### src/rtl/ex_shift_stage_pkg.sv
// Shared widths, opcodes, forwarding codes and FSM encoding for the EX shift stage.
// The 1-bit shift helper is shared by the top's shamt=1 fast path and the iterative datapath.
package ex_shift_stage_pkg;
    localparam int DATA_W  = 8;
    localparam int REG_AW  = 3;
    localparam int SHAMT_W = 3;

    localparam logic [1:0] OP_NOP = 2'b00;
    localparam logic [1:0] OP_MOV = 2'b01;
    localparam logic [1:0] OP_SHL = 2'b10;
    localparam logic [1:0] OP_SHR = 2'b11;

    localparam logic [1:0] FWD_NONE  = 2'b00;
    localparam logic [1:0] FWD_SHIFT = 2'b10;
    localparam logic [1:0] FWD_MOV   = 2'b11;

    typedef enum logic {ST_IDLE, ST_SHIFT} state_e;

    // Logical shift by one with zero fill; right=1 selects SHR.
    function automatic logic [DATA_W-1:0] shift1(input logic [DATA_W-1:0] v, input logic right);
        return right ? {1'b0, v[DATA_W-1:1]} : {v[DATA_W-2:0], 1'b0};
    endfunction
endpackage

### src/rtl/ex_shift_stage_if.sv
// ID/EX inputs, EX/WB outputs and hazard feedback of the EX shift stage.
interface ex_shift_stage_if;
    import ex_shift_stage_pkg::*;
    logic                id_ex_valid;
    logic [1:0]          id_ex_op;
    logic [REG_AW-1:0]   id_ex_rs1;
    logic [REG_AW-1:0]   id_ex_rd;
    logic [SHAMT_W-1:0]  id_ex_shamt;
    logic [DATA_W-1:0]   fwd_data1;
    logic                flush;
    logic [1:0]          fwd_ctrl;
    logic                stall;
    logic                ex_wb_valid;
    logic [1:0]          ex_wb_op;
    logic [REG_AW-1:0]   ex_wb_rd;
    logic [DATA_W-1:0]   ex_wb_data1;
    logic [DATA_W-1:0]   ex_wb_shift_result;

    modport slave (
        input  id_ex_valid, id_ex_op, id_ex_rs1, id_ex_rd, id_ex_shamt, fwd_data1, flush,
        output fwd_ctrl, stall, ex_wb_valid, ex_wb_op, ex_wb_rd, ex_wb_data1, ex_wb_shift_result
    );
    modport master (
        output id_ex_valid, id_ex_op, id_ex_rs1, id_ex_rd, id_ex_shamt, fwd_data1, flush,
        input  fwd_ctrl, stall, ex_wb_valid, ex_wb_op, ex_wb_rd, ex_wb_data1, ex_wb_shift_result
    );
endinterface

### src/rtl/ex_shift_stage_shift_iter.sv
// Iterative 1-bit/cycle shifter: accumulator, remaining count and direction.
// load captures the first (already applied) shift; step applies one more.
module shift_iter
    import ex_shift_stage_pkg::*;
(
    input  logic               clk,
    input  logic               rst_n,
    input  logic               load,
    input  logic               step,
    input  logic [DATA_W-1:0]  load_acc,
    input  logic [SHAMT_W-1:0] load_cnt,
    input  logic               load_dir,
    output logic [SHAMT_W-1:0] cnt,
    output logic [DATA_W-1:0]  acc_shifted
);
    logic [DATA_W-1:0]  acc_q, acc_d;
    logic [SHAMT_W-1:0] cnt_q, cnt_d;
    logic               dir_q, dir_d;

    always_comb begin
        acc_d = acc_q;
        cnt_d = cnt_q;
        dir_d = dir_q;
        if (load) begin
            acc_d = load_acc;
            cnt_d = load_cnt;
            dir_d = load_dir;
        end else if (step) begin
            acc_d = shift1(acc_q, dir_q);
            cnt_d = cnt_q - SHAMT_W'(1);
        end
    end

    always_ff @(posedge clk) begin
        if (!rst_n) begin
            acc_q <= '0;
            cnt_q <= '0;
            dir_q <= 1'b0;
        end else begin
            acc_q <= acc_d;
            cnt_q <= cnt_d;
            dir_q <= dir_d;
        end
    end

    assign cnt         = cnt_q;
    assign acc_shifted = shift1(acc_q, dir_q);
endmodule

### src/rtl/ex_shift_stage.sv
// EX stage: single-cycle MOV and short shifts, iterative long shifts with upstream stall,
// EX/WB pipeline register and forwarding control back to the operand mux.
module ex_shift_stage
    import ex_shift_stage_pkg::*;
(
    input  logic               clk,
    input  logic               rst_n,
    ex_shift_stage_if.slave    bus
);
    state_e             state_q, state_d;
    logic               wb_valid_q, wb_valid_d;
    logic [1:0]         wb_op_q, wb_op_d;
    logic [REG_AW-1:0]  wb_rd_q, wb_rd_d;
    logic [DATA_W-1:0]  wb_data1_q, wb_data1_d;
    logic [DATA_W-1:0]  wb_shres_q, wb_shres_d;
    logic [REG_AW-1:0]  cap_rd_q, cap_rd_d;
    logic [1:0]         cap_op_q, cap_op_d;

    logic               accept, is_shift, long_shift;
    logic               it_load, it_step;
    logic [SHAMT_W-1:0] it_cnt;
    logic [DATA_W-1:0]  it_acc_shifted, first_shift;

    assign accept      = bus.id_ex_valid & ~bus.flush;
    assign is_shift    = bus.id_ex_op[1];
    assign long_shift  = is_shift & (bus.id_ex_shamt >= SHAMT_W'(2));
    assign first_shift = shift1(bus.fwd_data1, bus.id_ex_op[0]);

    shift_iter u_shift_iter (
        .clk         (clk),
        .rst_n       (rst_n),
        .load        (it_load),
        .step        (it_step),
        .load_acc    (first_shift),
        .load_cnt    (bus.id_ex_shamt - SHAMT_W'(1)),
        .load_dir    (bus.id_ex_op[0]),
        .cnt         (it_cnt),
        .acc_shifted (it_acc_shifted)
    );

    always_comb begin
        state_d    = state_q;
        wb_valid_d = 1'b0;
        wb_op_d    = wb_op_q;
        wb_rd_d    = wb_rd_q;
        wb_data1_d = wb_data1_q;
        wb_shres_d = wb_shres_q;
        cap_rd_d   = cap_rd_q;
        cap_op_d   = cap_op_q;
        it_load    = 1'b0;
        it_step    = 1'b0;
        unique case (state_q)
            ST_IDLE: begin
                if (accept) begin
                    case (bus.id_ex_op)
                        OP_MOV: begin
                            wb_valid_d = 1'b1;
                            wb_data1_d = bus.fwd_data1;
                            wb_rd_d    = bus.id_ex_rd;
                            wb_op_d    = bus.id_ex_op;
                        end
                        OP_SHL, OP_SHR: begin
                            if (long_shift) begin
                                it_load  = 1'b1;
                                cap_rd_d = bus.id_ex_rd;
                                cap_op_d = bus.id_ex_op;
                                state_d  = ST_SHIFT;
                            end else begin
                                // shamt 0 passes the operand through, shamt 1 finishes in one shot
                                wb_valid_d = 1'b1;
                                wb_shres_d = (bus.id_ex_shamt == '0) ? bus.fwd_data1 : first_shift;
                                wb_rd_d    = bus.id_ex_rd;
                                wb_op_d    = bus.id_ex_op;
                            end
                        end
                        default: ;
                    endcase
                end
            end
            ST_SHIFT: begin
                if (bus.flush) begin
                    state_d = ST_IDLE;
                end else if (it_cnt > SHAMT_W'(1)) begin
                    it_step = 1'b1;
                end else begin
                    wb_valid_d = 1'b1;
                    wb_shres_d = it_acc_shifted;
                    wb_rd_d    = cap_rd_q;
                    wb_op_d    = cap_op_q;
                    state_d    = ST_IDLE;
                end
            end
            default: state_d = ST_IDLE;
        endcase
    end

    always_ff @(posedge clk) begin
        if (!rst_n) begin
            state_q    <= ST_IDLE;
            wb_valid_q <= 1'b0;
            wb_op_q    <= '0;
            wb_rd_q    <= '0;
            wb_data1_q <= '0;
            wb_shres_q <= '0;
            cap_rd_q   <= '0;
            cap_op_q   <= '0;
        end else begin
            state_q    <= state_d;
            wb_valid_q <= wb_valid_d;
            wb_op_q    <= wb_op_d;
            wb_rd_q    <= wb_rd_d;
            wb_data1_q <= wb_data1_d;
            wb_shres_q <= wb_shres_d;
            cap_rd_q   <= cap_rd_d;
            cap_op_q   <= cap_op_d;
        end
    end

    assign bus.stall = rst_n & (((state_q == ST_IDLE) & accept & long_shift) |
                                ((state_q == ST_SHIFT) & (it_cnt > SHAMT_W'(1)) & ~bus.flush));

    always_comb begin
        bus.fwd_ctrl = FWD_NONE;
        if (rst_n && wb_valid_q && bus.id_ex_valid && (wb_rd_q == bus.id_ex_rs1)) begin
            if (wb_op_q == OP_MOV)   bus.fwd_ctrl = FWD_MOV;
            else if (wb_op_q[1])     bus.fwd_ctrl = FWD_SHIFT;
        end
    end

    assign bus.ex_wb_valid        = wb_valid_q;
    assign bus.ex_wb_op           = wb_op_q;
    assign bus.ex_wb_rd           = wb_rd_q;
    assign bus.ex_wb_data1        = wb_data1_q;
    assign bus.ex_wb_shift_result = wb_shres_q;
endmodule

### src/flat_wrapper.sv
// flat-port wrapper written by rule: the top's interface ports become plain ports
module ex_shift_stage_flat import ex_shift_stage_pkg::*;
  (clk, rst_n, bus_id_ex_valid, bus_id_ex_op, bus_id_ex_rs1, bus_id_ex_rd, bus_id_ex_shamt, bus_fwd_data1, bus_flush, bus_fwd_ctrl, bus_stall, bus_ex_wb_valid, bus_ex_wb_op, bus_ex_wb_rd, bus_ex_wb_data1, bus_ex_wb_shift_result);
  ex_shift_stage_if bus_i ();
  input  logic clk;
  input  logic rst_n;
  input wire logic [$bits(bus_i.id_ex_valid)-1:0] bus_id_ex_valid;
  input wire logic [$bits(bus_i.id_ex_op)-1:0] bus_id_ex_op;
  input wire logic [$bits(bus_i.id_ex_rs1)-1:0] bus_id_ex_rs1;
  input wire logic [$bits(bus_i.id_ex_rd)-1:0] bus_id_ex_rd;
  input wire logic [$bits(bus_i.id_ex_shamt)-1:0] bus_id_ex_shamt;
  input wire logic [$bits(bus_i.fwd_data1)-1:0] bus_fwd_data1;
  input wire logic [$bits(bus_i.flush)-1:0] bus_flush;
  output wire logic [$bits(bus_i.fwd_ctrl)-1:0] bus_fwd_ctrl;
  output wire logic [$bits(bus_i.stall)-1:0] bus_stall;
  output wire logic [$bits(bus_i.ex_wb_valid)-1:0] bus_ex_wb_valid;
  output wire logic [$bits(bus_i.ex_wb_op)-1:0] bus_ex_wb_op;
  output wire logic [$bits(bus_i.ex_wb_rd)-1:0] bus_ex_wb_rd;
  output wire logic [$bits(bus_i.ex_wb_data1)-1:0] bus_ex_wb_data1;
  output wire logic [$bits(bus_i.ex_wb_shift_result)-1:0] bus_ex_wb_shift_result;
  assign bus_i.id_ex_valid = bus_id_ex_valid;
  assign bus_i.id_ex_op = bus_id_ex_op;
  assign bus_i.id_ex_rs1 = bus_id_ex_rs1;
  assign bus_i.id_ex_rd = bus_id_ex_rd;
  assign bus_i.id_ex_shamt = bus_id_ex_shamt;
  assign bus_i.fwd_data1 = bus_fwd_data1;
  assign bus_i.flush = bus_flush;
  assign bus_fwd_ctrl = bus_i.fwd_ctrl;
  assign bus_stall = bus_i.stall;
  assign bus_ex_wb_valid = bus_i.ex_wb_valid;
  assign bus_ex_wb_op = bus_i.ex_wb_op;
  assign bus_ex_wb_rd = bus_i.ex_wb_rd;
  assign bus_ex_wb_data1 = bus_i.ex_wb_data1;
  assign bus_ex_wb_shift_result = bus_i.ex_wb_shift_result;
  ex_shift_stage u_core (.clk(clk), .rst_n(rst_n), .bus(bus_i));
endmodule
### config.mk
export PLATFORM = sky130hd
export DESIGN_NAME = ex_shift_stage_flat
export DESIGN_NICKNAME = d
export VERILOG_FILES = /design/src/rtl/ex_shift_stage_pkg.sv /design/src/rtl/ex_shift_stage_if.sv /design/src/rtl/ex_shift_stage_shift_iter.sv /design/src/rtl/ex_shift_stage.sv /design/src/flat_wrapper.sv
export SDC_FILE = /design/constraint.sdc
export NUM_CORES = 1
export LEC_CHECK = 0
export CAP_MARGIN = 20
export CORE_MARGIN = 2
export CORE_UTILIZATION = 30
export CTS_CLUSTER_DIAMETER = 150
export DETAILED_ROUTE_END_ITERATION = 12
export PLACE_DENSITY = 0.49
export SKIP_CTS_REPAIR_TIMING = 1
export SLEW_MARGIN = 40
export SYNTH_ARGS = -nofsm -noshare
export SYNTH_HDL_FRONTEND = slang
export SYNTH_SLANG_ARGS = --single-unit
### constraint.sdc
create_clock -name clk -period 1.9 [get_ports clk]
set_input_delay 0.285 -clock clk [delete_from_list [all_inputs] [get_ports clk]]
set_output_delay 0.285 -clock clk [all_outputs]
set_load 0.02 [all_outputs]
==> impl_metrics.env <==
export IMPL_outcome="completed"
export IMPL_place_ws_ps=-650
export IMPL_worstHoldPathCells=2
export IMPL_syn_inst=240
export IMPL_grt_pass1_wl_mm=9.22
export IMPL_synth_top_area_share_pct=36.9
export IMPL_drc=0
export IMPL_clkPwrFrac_pct=38.7
export IMPL_hold_viol_final=0
export IMPL_grt_max_degree=43
export IMPL_core_sq_um=6910
export IMPL_r2r_cells=8
export IMPL_min_period_over_period_pct=98.4
export IMPL_drv_cap=0
export IMPL_track_usage_pct=15.0
export IMPL_syn2layout_area_growth_pct=40.8
export IMPL_rows=30
export IMPL_fin_crit_ps=1870
export IMPL_cts_max_level=2
export IMPL_p_per_area_nw_per_um2=649
export IMPL_crit_chain="xor2_1, or4_4, nor3b_2, buf_4"
export IMPL_vdd_ir_drop_max_mv=0.290
export IMPL_antenna_found_initial=0
export IMPL_synth_cell_types=41
export IMPL_cts_tree="yes"
export IMPL_cts_root_buf="clkbuf_8"
export IMPL_cts_sinks=40
export IMPL_critical_path_slowest_cell="or4_4"
export IMPL_die_area_sq_um=7920
export IMPL_wl_per_cell_microns=13.8
export IMPL_num_fill_cells=713
export IMPL_synth_nets=267
export IMPL_num_vias=1930
export IMPL_critPathBufInv=1
export IMPL_p_switching_w=0.000477
export IMPL_clock_latency_ps=290
export IMPL_drt_pass1_iter_count=4
export IMPL_synth_ff_latch_count=40
export IMPL_rsz0062_at_grt="yes"
export IMPL_dp_cells=394
export IMPL_die_y_microns=89.0
export IMPL_p_int_w=0.00150
export IMPL_slew_headroom_pct=73.2
export IMPL_cp_data_required_time_ps=1620
export IMPL_dp_hpwl_mm=4.10
export IMPL_cts_reportedPaths_clkPinSlew_ps=80
export IMPL_via_per_inst=4.80
export IMPL_cts_buffers=5
export IMPL_worstMarginPinSlew_ps=402
export IMPL_synth_seq_area_share_pct=36.9
export IMPL_syn_area_sq_um=2170
export IMPL_fin_ws_ps=30.6
export IMPL_setup_viol=0
export IMPL_grt_overflow=0
export IMPL_diodes=0
export IMPL_io_buffer_count=47
export IMPL_io_pin_count=48
export IMPL_ys_warnings_count=0
export IMPL_drt_iter0_markers=46
export IMPL_slew_violations=0
export IMPL_max_freq_mhz=535
export IMPL_synthTopCellsByArea="dfxtp_1 37%, mux2i_1 8.3%, nand2_1 6.8%"
export IMPL_cp_max_fo=2
export IMPL_swShare_pct=24.1
export IMPL_comb_power_share_pct=16.4
export IMPL_min_path_type="reg2reg"
export IMPL_crit_path_end_kind="primary output"
export IMPL_slowest_delay_ps=520
export IMPL_seqPwrFrac_pct=44.8
export IMPL_p_leak_nw=1.31
export IMPL_wl_mm=5.55
export IMPL_drive_gt1_share_pct=21.6
export IMPL_path_delay_family="simple AND/OR/NAND/NOR gates"
export IMPL_path_class="reg2out"
export IMPL_nets=332
export IMPL_start_util_pct=31.4
export IMPL_dpl_cell_area_sq_um=2900
export IMPL_yosysTopAreaCell="dfxtp_1"
export IMPL_final_area_sq_um=3050
export IMPL_grt_pass1_vias=1869
export IMPL_instances_no_fill=402
export IMPL_gp_congestion=0.703
export IMPL_ant_nets=0
export IMPL_fin_worst_skew_ps=2.43
export IMPL_cts_buffer_depth=2
export IMPL_syn_avg_cell_area_sq_um=9.03
export IMPL_cp_depth=4
export IMPL_die_w_microns=89.0
export IMPL_critPathLaunchType="register"
export IMPL_arrival_ps=1580
-- path summary, 6_finish.rpt --
kind,start,end,slack [ps]
setup / recovery,u_core.bus.ex_wb_rd[1]$_SDFFE_PN0P_,bus_fwd_ctrl[0],30
hold reg to reg,u_core.bus.ex_wb_data1[2]$_SDFFE_PN0P_,u_core.bus.ex_wb_data1[2]$_SDFFE_PN0P_,460
setup reg to reg,u_core.u_shift_iter.cnt[1]$_SDFFE_PN0P_,u_core.bus.ex_wb_shift_result[2]$_SDFFE_PN0P_,190
hold / removal,u_core.bus.ex_wb_data1[2]$_SDFFE_PN0P_,u_core.bus.ex_wb_data1[2]$_SDFFE_PN0P_,460
-- tightest hold or removal path, delay by kind of cell (launching register included) --
family           cells  cell delay, ps
AO/OA/AOI/OAI        1              60
flip-flops           1             310
AND/OR/NAND/NOR      1              40
-- per-stage QoR --
stage | util [%] | hold WS (ps) | power, W | setup TNS (ps)
after detailed placement | 41.9 | 457 | 0.00123 | -4130
after global routing | 44.2 | 487 | 0.00208 | -44.9
final | 44.2 | 462 | 0.00198 | 0
after floorplan | - | 430 | 0.00107 | 0
after CTS | 43.8 | 468 | 0.00201 | -1740
after global placement | 41.9 | 450 | 0.00123 | -3660
-- routing by layer --
metal  part of all wire [%]  track usage [%]  up-vias
met3                    3.7             3.05        5
met1                     52             21.5      892
met2                     43             22.3       41
met5                      0                0        -
met4                    1.2             5.29        0
li1                       -                -      992
-- synthesized netlist by cell type (all sizes together) --
cell     n
a21boi  16
a21oi    5
buf      8
or2      1
and2b    1
o211a    9
o311a    5
or3b     1
o21ba    1
o21a     4
or4      1
and2     2
o211ai   1
nor3b    4
o22ai    8
clkbuf  11
o221ai   6
xor2     3
nand2   39
inv      8
nand3b   2
nor2     3
and4     1
nand2b   1
nand4    1
nand3    9
mux2i   18
ha       4
a31oi    2
dfxtp   40
nor2b    2
xnor2    1
o221a    1
mux2    12
o21ai    9
-- layout by cell type (no fill, tap or decap), types with 3 or more instances in the layout --
| cell type | synthesis | routed |
|---|---|---|
| inv_1 | 8 | 8 |
| buf_4 | 2 | 31 |
| o21ai_0 | 8 | 8 |
| nand3_1 | 9 | 9 |
| o311a_1 | 5 | 5 |
| o221ai_1 | 6 | 6 |
| clkdlybuf4s50_1 | 0 | 39 |
| nand2_1 | 39 | 39 |
| o22ai_1 | 8 | 8 |
| o211a_1 | 8 | 8 |
| a21boi_0 | 16 | 15 |
| a21oi_1 | 5 | 4 |
| mux2_2 | 12 | 12 |
| ha_1 | 4 | 4 |
| dlymetal6s2s_1 | 0 | 5 |
| xor2_1 | 3 | 3 |
| mux2i_1 | 18 | 18 |
| clkbuf_8 | 0 | 7 |
| o21a_1 | 4 | 4 |
| dfxtp_1 | 40 | 38 |
| nor2_1 | 3 | 3 |
-- flip-flops by register name, indices dropped and copies added (netlist names) --
signal / count
u_core.bus.ex_wb_data1: 8
u_core.bus.ex_wb_op: 2
u_core.bus.ex_wb_rd: 3
u_core.bus.ex_wb_shift_result: 8
u_core.bus.ex_wb_valid: 1
u_core.cap_op_q: 2
u_core.cap_rd_q: 3
u_core.state_q: 1
u_core.u_shift_iter.acc_q: 8
u_core.u_shift_iter.cnt: 3
u_core.u_shift_iter.dir_q: 1
-- area by class of cell --
cell class	count	area [sq um]	share of cell area (%)
Timing Repair Buffer	77	708	23.2
Sequential cell	40	803	26.3
Clock inverter	1	30.0	0.984
Tap cell	96	120	3.93
Multi-Input combinational cell	173	1260	41.4
Inverter	8	30.0	0.984
Clock buffer	7	96.3	3.16
-- cell families (layout without fill, tap and decap cells) --
| logic type | after synthesis | after routing | share of synthesized area, % |
|---|---|---|---|
| muxes | 30 | 30 | 14.5 |
| AOI/OAI and AO/OA | 67 | 67 | 23.3 |
| DFF | 40 | 40 | 36.9 |
| buffers and inverters | 27 | 93 | 5.65 |
| and+or+nand+nor | 68 | 68 | 15.7 |
| adders and majority gates | 4 | 4 | 2.31 |
| xor gates and xnor gates | 4 | 4 | 1.62 |
-- power by group through the flow --
stage / clock [W] / combinational (W) / sequential, W
2_1_floorplan: 0 / 0.000148 / 0.000923
3_3_place_gp: 0 / 0.000326 / 0.000907
3_5_place_dp: 0 / 0.000325 / 0.000907
4_1_cts: 0.000798 / 0.000327 / 0.000888
5_1_grt: 0.000827 / 0.000356 / 0.000893
6_report: 0.000767 / 0.000326 / 0.000887
(Power assumes the default switching activity.)
==> RTL change 1, RTL diff (config.mk and constraints unchanged) <==
Reset style: asynchronous (`rst_n`), changed in 2 clocked blocks.
--- a/src/rtl/ex_shift_stage_shift_iter.sv
+++ b/src/rtl/ex_shift_stage_shift_iter.sv
@@ -31,7 +31,7 @@
         end
     end
 
-    always_ff @(posedge clk) begin
+    always_ff @(posedge clk or negedge rst_n) begin
         if (!rst_n) begin
             acc_q <= '0;
             cnt_q <= '0;
--- a/src/rtl/ex_shift_stage.sv
+++ b/src/rtl/ex_shift_stage.sv
@@ -94,7 +94,7 @@
         endcase
     end
 
-    always_ff @(posedge clk) begin
+    always_ff @(posedge clk or negedge rst_n) begin
         if (!rst_n) begin
             state_q    <= ST_IDLE;
             wb_valid_q <= 1'b0;
Function: differs if rst_n is asserted again (counterexample within 4 cycles, from zero or initial values and one cycle with rst_n low); with rst_n held inactive, the same outputs for 10 cycles.
==> RTL change 1 against the unedited design <==
- the flow now finishes with violations (negative setup slack)
- sequential cell count unchanged
- routed wire length decreased by 0.14%
- synthesized area increased by 2.7%
- design area increased by 3.2%
- global-route usage decreased by 0.77 points
- worst setup slack got worse by 0.086 ns
- via count decreased by 13%
- critical endpoint unchanged
Power is not compared: it rests on default switching activity, and its combinational part moved more than twofold at a synthesized area within 25%.
==> RTL change 1: results <==
{
  "r2r-start": "u_core.u_shift_iter.cnt[0]",
  "dpl.hpwl_um": 3993,
  "postPlaceCellArea_um2": 3012,
  "io_buffers": 47,
  "root_buffer": "clkbuf_8",
  "grt_pass1_vias": 1854,
  "async_flop_share_pct": 100.0,
  "worstHoldPathType": "primary input to asynchronous set/reset pin",
  "wirelength_um": 5537,
  "grtUsageTotal_pct": 14.20,
  "nets": 302,
  "grt-ovfl-total": 0,
  "setup-violations-final": 1,
  "netlist_top_cells_count": "dfrtp_1, mux2i_1, mux2_2, nand2_1, inv_1",
  "place_congestion": 0.7675,
  "fin_ws_ns": -0.05522,
  "first_pass_iters": 4,
  "yosysSeqAreaShare_pct": 44.94,
  "m1WireLength_um": 2647,
  "drt_iter0_drc": 43,
  "synth_cell_types": 31,
  "grt_max_degree": 42,
  "reg2reg_depth": 5,
  "routed.top_layer": "met4",
  "met3_usage_pct": 2.682,
  "dr_wl_met3_um": 150,
  "cp_max_fo": 2,
  "reg2reg_slack_ns": 0.03,
  "worst_path_max_delay_cell": "or4_4",
  "cp_top_family": "simple AND/OR/NAND/NOR gates",
  "antenna_found_initial": 0,
  "grt_util_met1_pct": 18.72,
  "drive_gt1_share_pct": 29.45,
  "dr_wl_met2_um": 2653,
  "worstReg2RegEnd": "u_core.bus.ex_wb_rd[2]",
  "antenna_cells": 0,
  "critPathArrivalTime_ns": 1.67,
  "crit_end": "bus_fwd_ctrl[0]",
  "fin_skew_ns": 0.003581,
  "yosys_warnings": 0,
  "slowest_delay_ns": 0.52,
  "ys_top_cells_by_area": "dfrtp_1, mux2i_1, mux2_2",
  "syn_nets": 225,
  "cts_buffers": 5,
  "vias": 1687,
  "use_met2_pct": 23.12,
  "status": "finished, violations left",
  "timing.slew.headroom_pct": 63.40,
  "grt_pass1_wl_um": 9114,
  "htree_levels": 2,
  "dp_slack_ns": -0.6066,
  "crit_path_start": "u_core.bus.ex_wb_rd[0]",
  "worstSkewPairLatency_ns": 0.30,
  "violations": "negative setup slack"
}
[RTL change 1: how the worst min path moves through the flow]
stage / from / endpoint / slack, ns / cells after the start
final: rst_n / u_core.bus.ex_wb_valid / 0.07 / 2
after detailed placement: rst_n / u_core.bus.ex_wb_rd[2] / 0.42 / 2
after global placement: rst_n / u_core.bus.ex_wb_rd[1] / 0.43 / 2
after CTS: rst_n / u_core.bus.ex_wb_shift_result[7] / 0.09 / 2
after global routing: rst_n / u_core.u_shift_iter.acc_q[7] / 0.14 / 2
after floorplan: rst_n / u_core.bus.ex_wb_data1[0] / -0.01 / 0
[RTL change 1: final cells by class]
cell class / count / area [um2]
clock inverter: 1 / 5.005
tap: 99 / 123.9
timing repair buffer: 79 / 726.9
inverter: 13 / 48.80
sequential: 40 / 1001
fill: 733 / 4063
multi-input combinational: 136 / 1174
clock buffer: 6 / 72.57
[RTL change 1: metrics by stage]
step	std cells	setup TNS [ns]	hold WS (ns)
after floorplan	198	0	-0.01059
after global placement	364	-4.631	0.4280
after detailed placement	364	-4.739	0.4225
after CTS	371	-1.605	0.09190
after global routing	374	-0.3217	0.1354
final	374	-0.05522	0.07072
[RTL change 1: cell families after synthesis]
kind of cell | synth area share, %
AO/OA/AOI/OAI | 7.978
XOR/XNOR | 1.966
adder cells (fa/ha/maj) | 2.247
buffers and inverters | 3.989
flip-flops | 44.94
multiplexers | 27.42
AND/OR/NAND/NOR | 11.46
[RTL change 1: power breakdown]
part	total [mW]	internal, mW	switching [mW]
Clock	0.557	0.250	0.307
Sequential	1.42	1.18	0.242
Combinational	1.70	0.970	0.732
Total	3.68	2.40	1.28
==> RTL change 2, RTL diff (same settings) <==
Made on the original files. `REG_AW`: 3 -> 2.
--- a/src/rtl/ex_shift_stage_pkg.sv
+++ b/src/rtl/ex_shift_stage_pkg.sv
@@ -2,7 +2,7 @@
 // The 1-bit shift helper is shared by the top's shamt=1 fast path and the iterative datapath.
 package ex_shift_stage_pkg;
     localparam int DATA_W  = 8;
-    localparam int REG_AW  = 3;
+    localparam int REG_AW  = 2;
     localparam int SHAMT_W = 3;
 
     localparam logic [1:0] OP_NOP = 2'b00;
Ports: changed (resized bus_ex_wb_rd, bus_id_ex_rd and bus_id_ex_rs1); port bits go from 48 to 45. The function was not compared with the original's and may differ.
==> RTL change 2 against the unedited design <==
- the flow now finishes with violations (design-rule violations)
- synthesized area fell by 7.2%
- non-clock buffer count shrank 2
- die area fell by 6.9%
- routed wire length grew 0.43%
- sequential cell count fell by 2
- largest power group unchanged
- total power is 11% lower
- largest cell class unchanged
- sequential share of layout area up 0.78 points
- sequential power shrank 5.0%
- worst setup slack gained 0.072 ns
- design area is 7.9% lower
==> RTL change 2: results <==
{
  "status": "finished, violations left",
  "violations": "design-rule violations",
  "post_drt_wl_per_cell_um": 15.01,
  "fill_cells": 681,
  "holdPathEnd": "u_core.bus.ex_wb_data1[7]",
  "first_pass_iters": 8,
  "num-multi-input-gates": 165,
  "clockPowerShare_pct": 34.4,
  "slowest_delay_ns": 0.47,
  "worst_path_max_delay_cell": "clkdlybuf4s50_1",
  "fin_skew_ns": 0.006417,
  "place_inst": 363,
  "netlist_top_cells_count": "dfxtp_1, nand2_1, a21oi_1, nand3_1, mux2i_1",
  "grt_pass1_wl_um": 9315,
  "drive_gt1_share_pct": 20.41,
  "cp_top_family": "buffers and inverters",
  "hp-start": "u_core.bus.ex_wb_data1[7]",
  "nonClockBufferCount": 75,
  "clock_area_share_pct": 3.381,
  "drt_iter0_drc": 109,
  "worst_slew_pin_slew_ns": 0.3843,
  "clkbuf_count": 6,
  "vias": 1883,
  "crit_end": "bus_fwd_ctrl[1]",
  "io_buffers": 44,
  "place_congestion": 0.7795,
  "syn_avg_cell_area_um2": 8.824,
  "p_sw_mw": 0.4802,
  "ys_ff_latch": 38,
  "fmax_mhz": 556.5,
  "critPathArrivalTime_ns": 1.51,
  "p_leak_nw": 1.127,
  "postPlaceCellArea_um2": 2715,
  "post-route-util_pct": 43.80,
  "drc": 3,
  "p_seq_mw": 0.843,
  "viasPerCell": 5.075,
  "syn_nets": 253,
  "seq-cell-share_pct": 27.09,
  "vdd_ir_drop_max_uv": 269.2,
  "grt_pass1_vias": 1792,
  "tap-cell-count": 77,
  "grtUsageTotal_pct": 16.00,
  "nets": 318,
  "reg2reg_slack_ns": 0.16,
  "multi_input_area_share_pct": 40.84,
  "crit_path_start": "bus_id_ex_rs1[0]",
  "dp_slack_ns": -0.3304
}
RTL change 2: worst register-to-register path: cells and delay by family (launching register included):
family	cells	cell delay, ns
compound gates	4	0.83
buf+inv	3	0.38
flops	1	0.32
fa+ha+maj	1	0.15
RTL change 2: cells by family (layout without fill, tap and decap cells):
family                   count (synthesis)  count (layout)  share of synthesized area [%]
multiplexers                            27              27                          14.18
XOR/XNOR                                 3               3                          1.306
AND/OR/NAND/NOR                         67              67                          16.79
flip-flops                              38              38                          37.81
buffers and inverters                   25              91                          5.410
AO/OA/AOI/OAI                           64              64                          22.02
adder cells (fa/ha/maj)                  4               4                          2.488
RTL change 2: routing by layer:
metal  global-route usage, %  up-vias  part of all wire, %
met5                       0        -                    0
met2                   24.45       33                   45
met1                   22.48      883                   50
met4                   5.628        0                  1.1
met3                   2.984        4                  3.4
li1                        -      963                    -
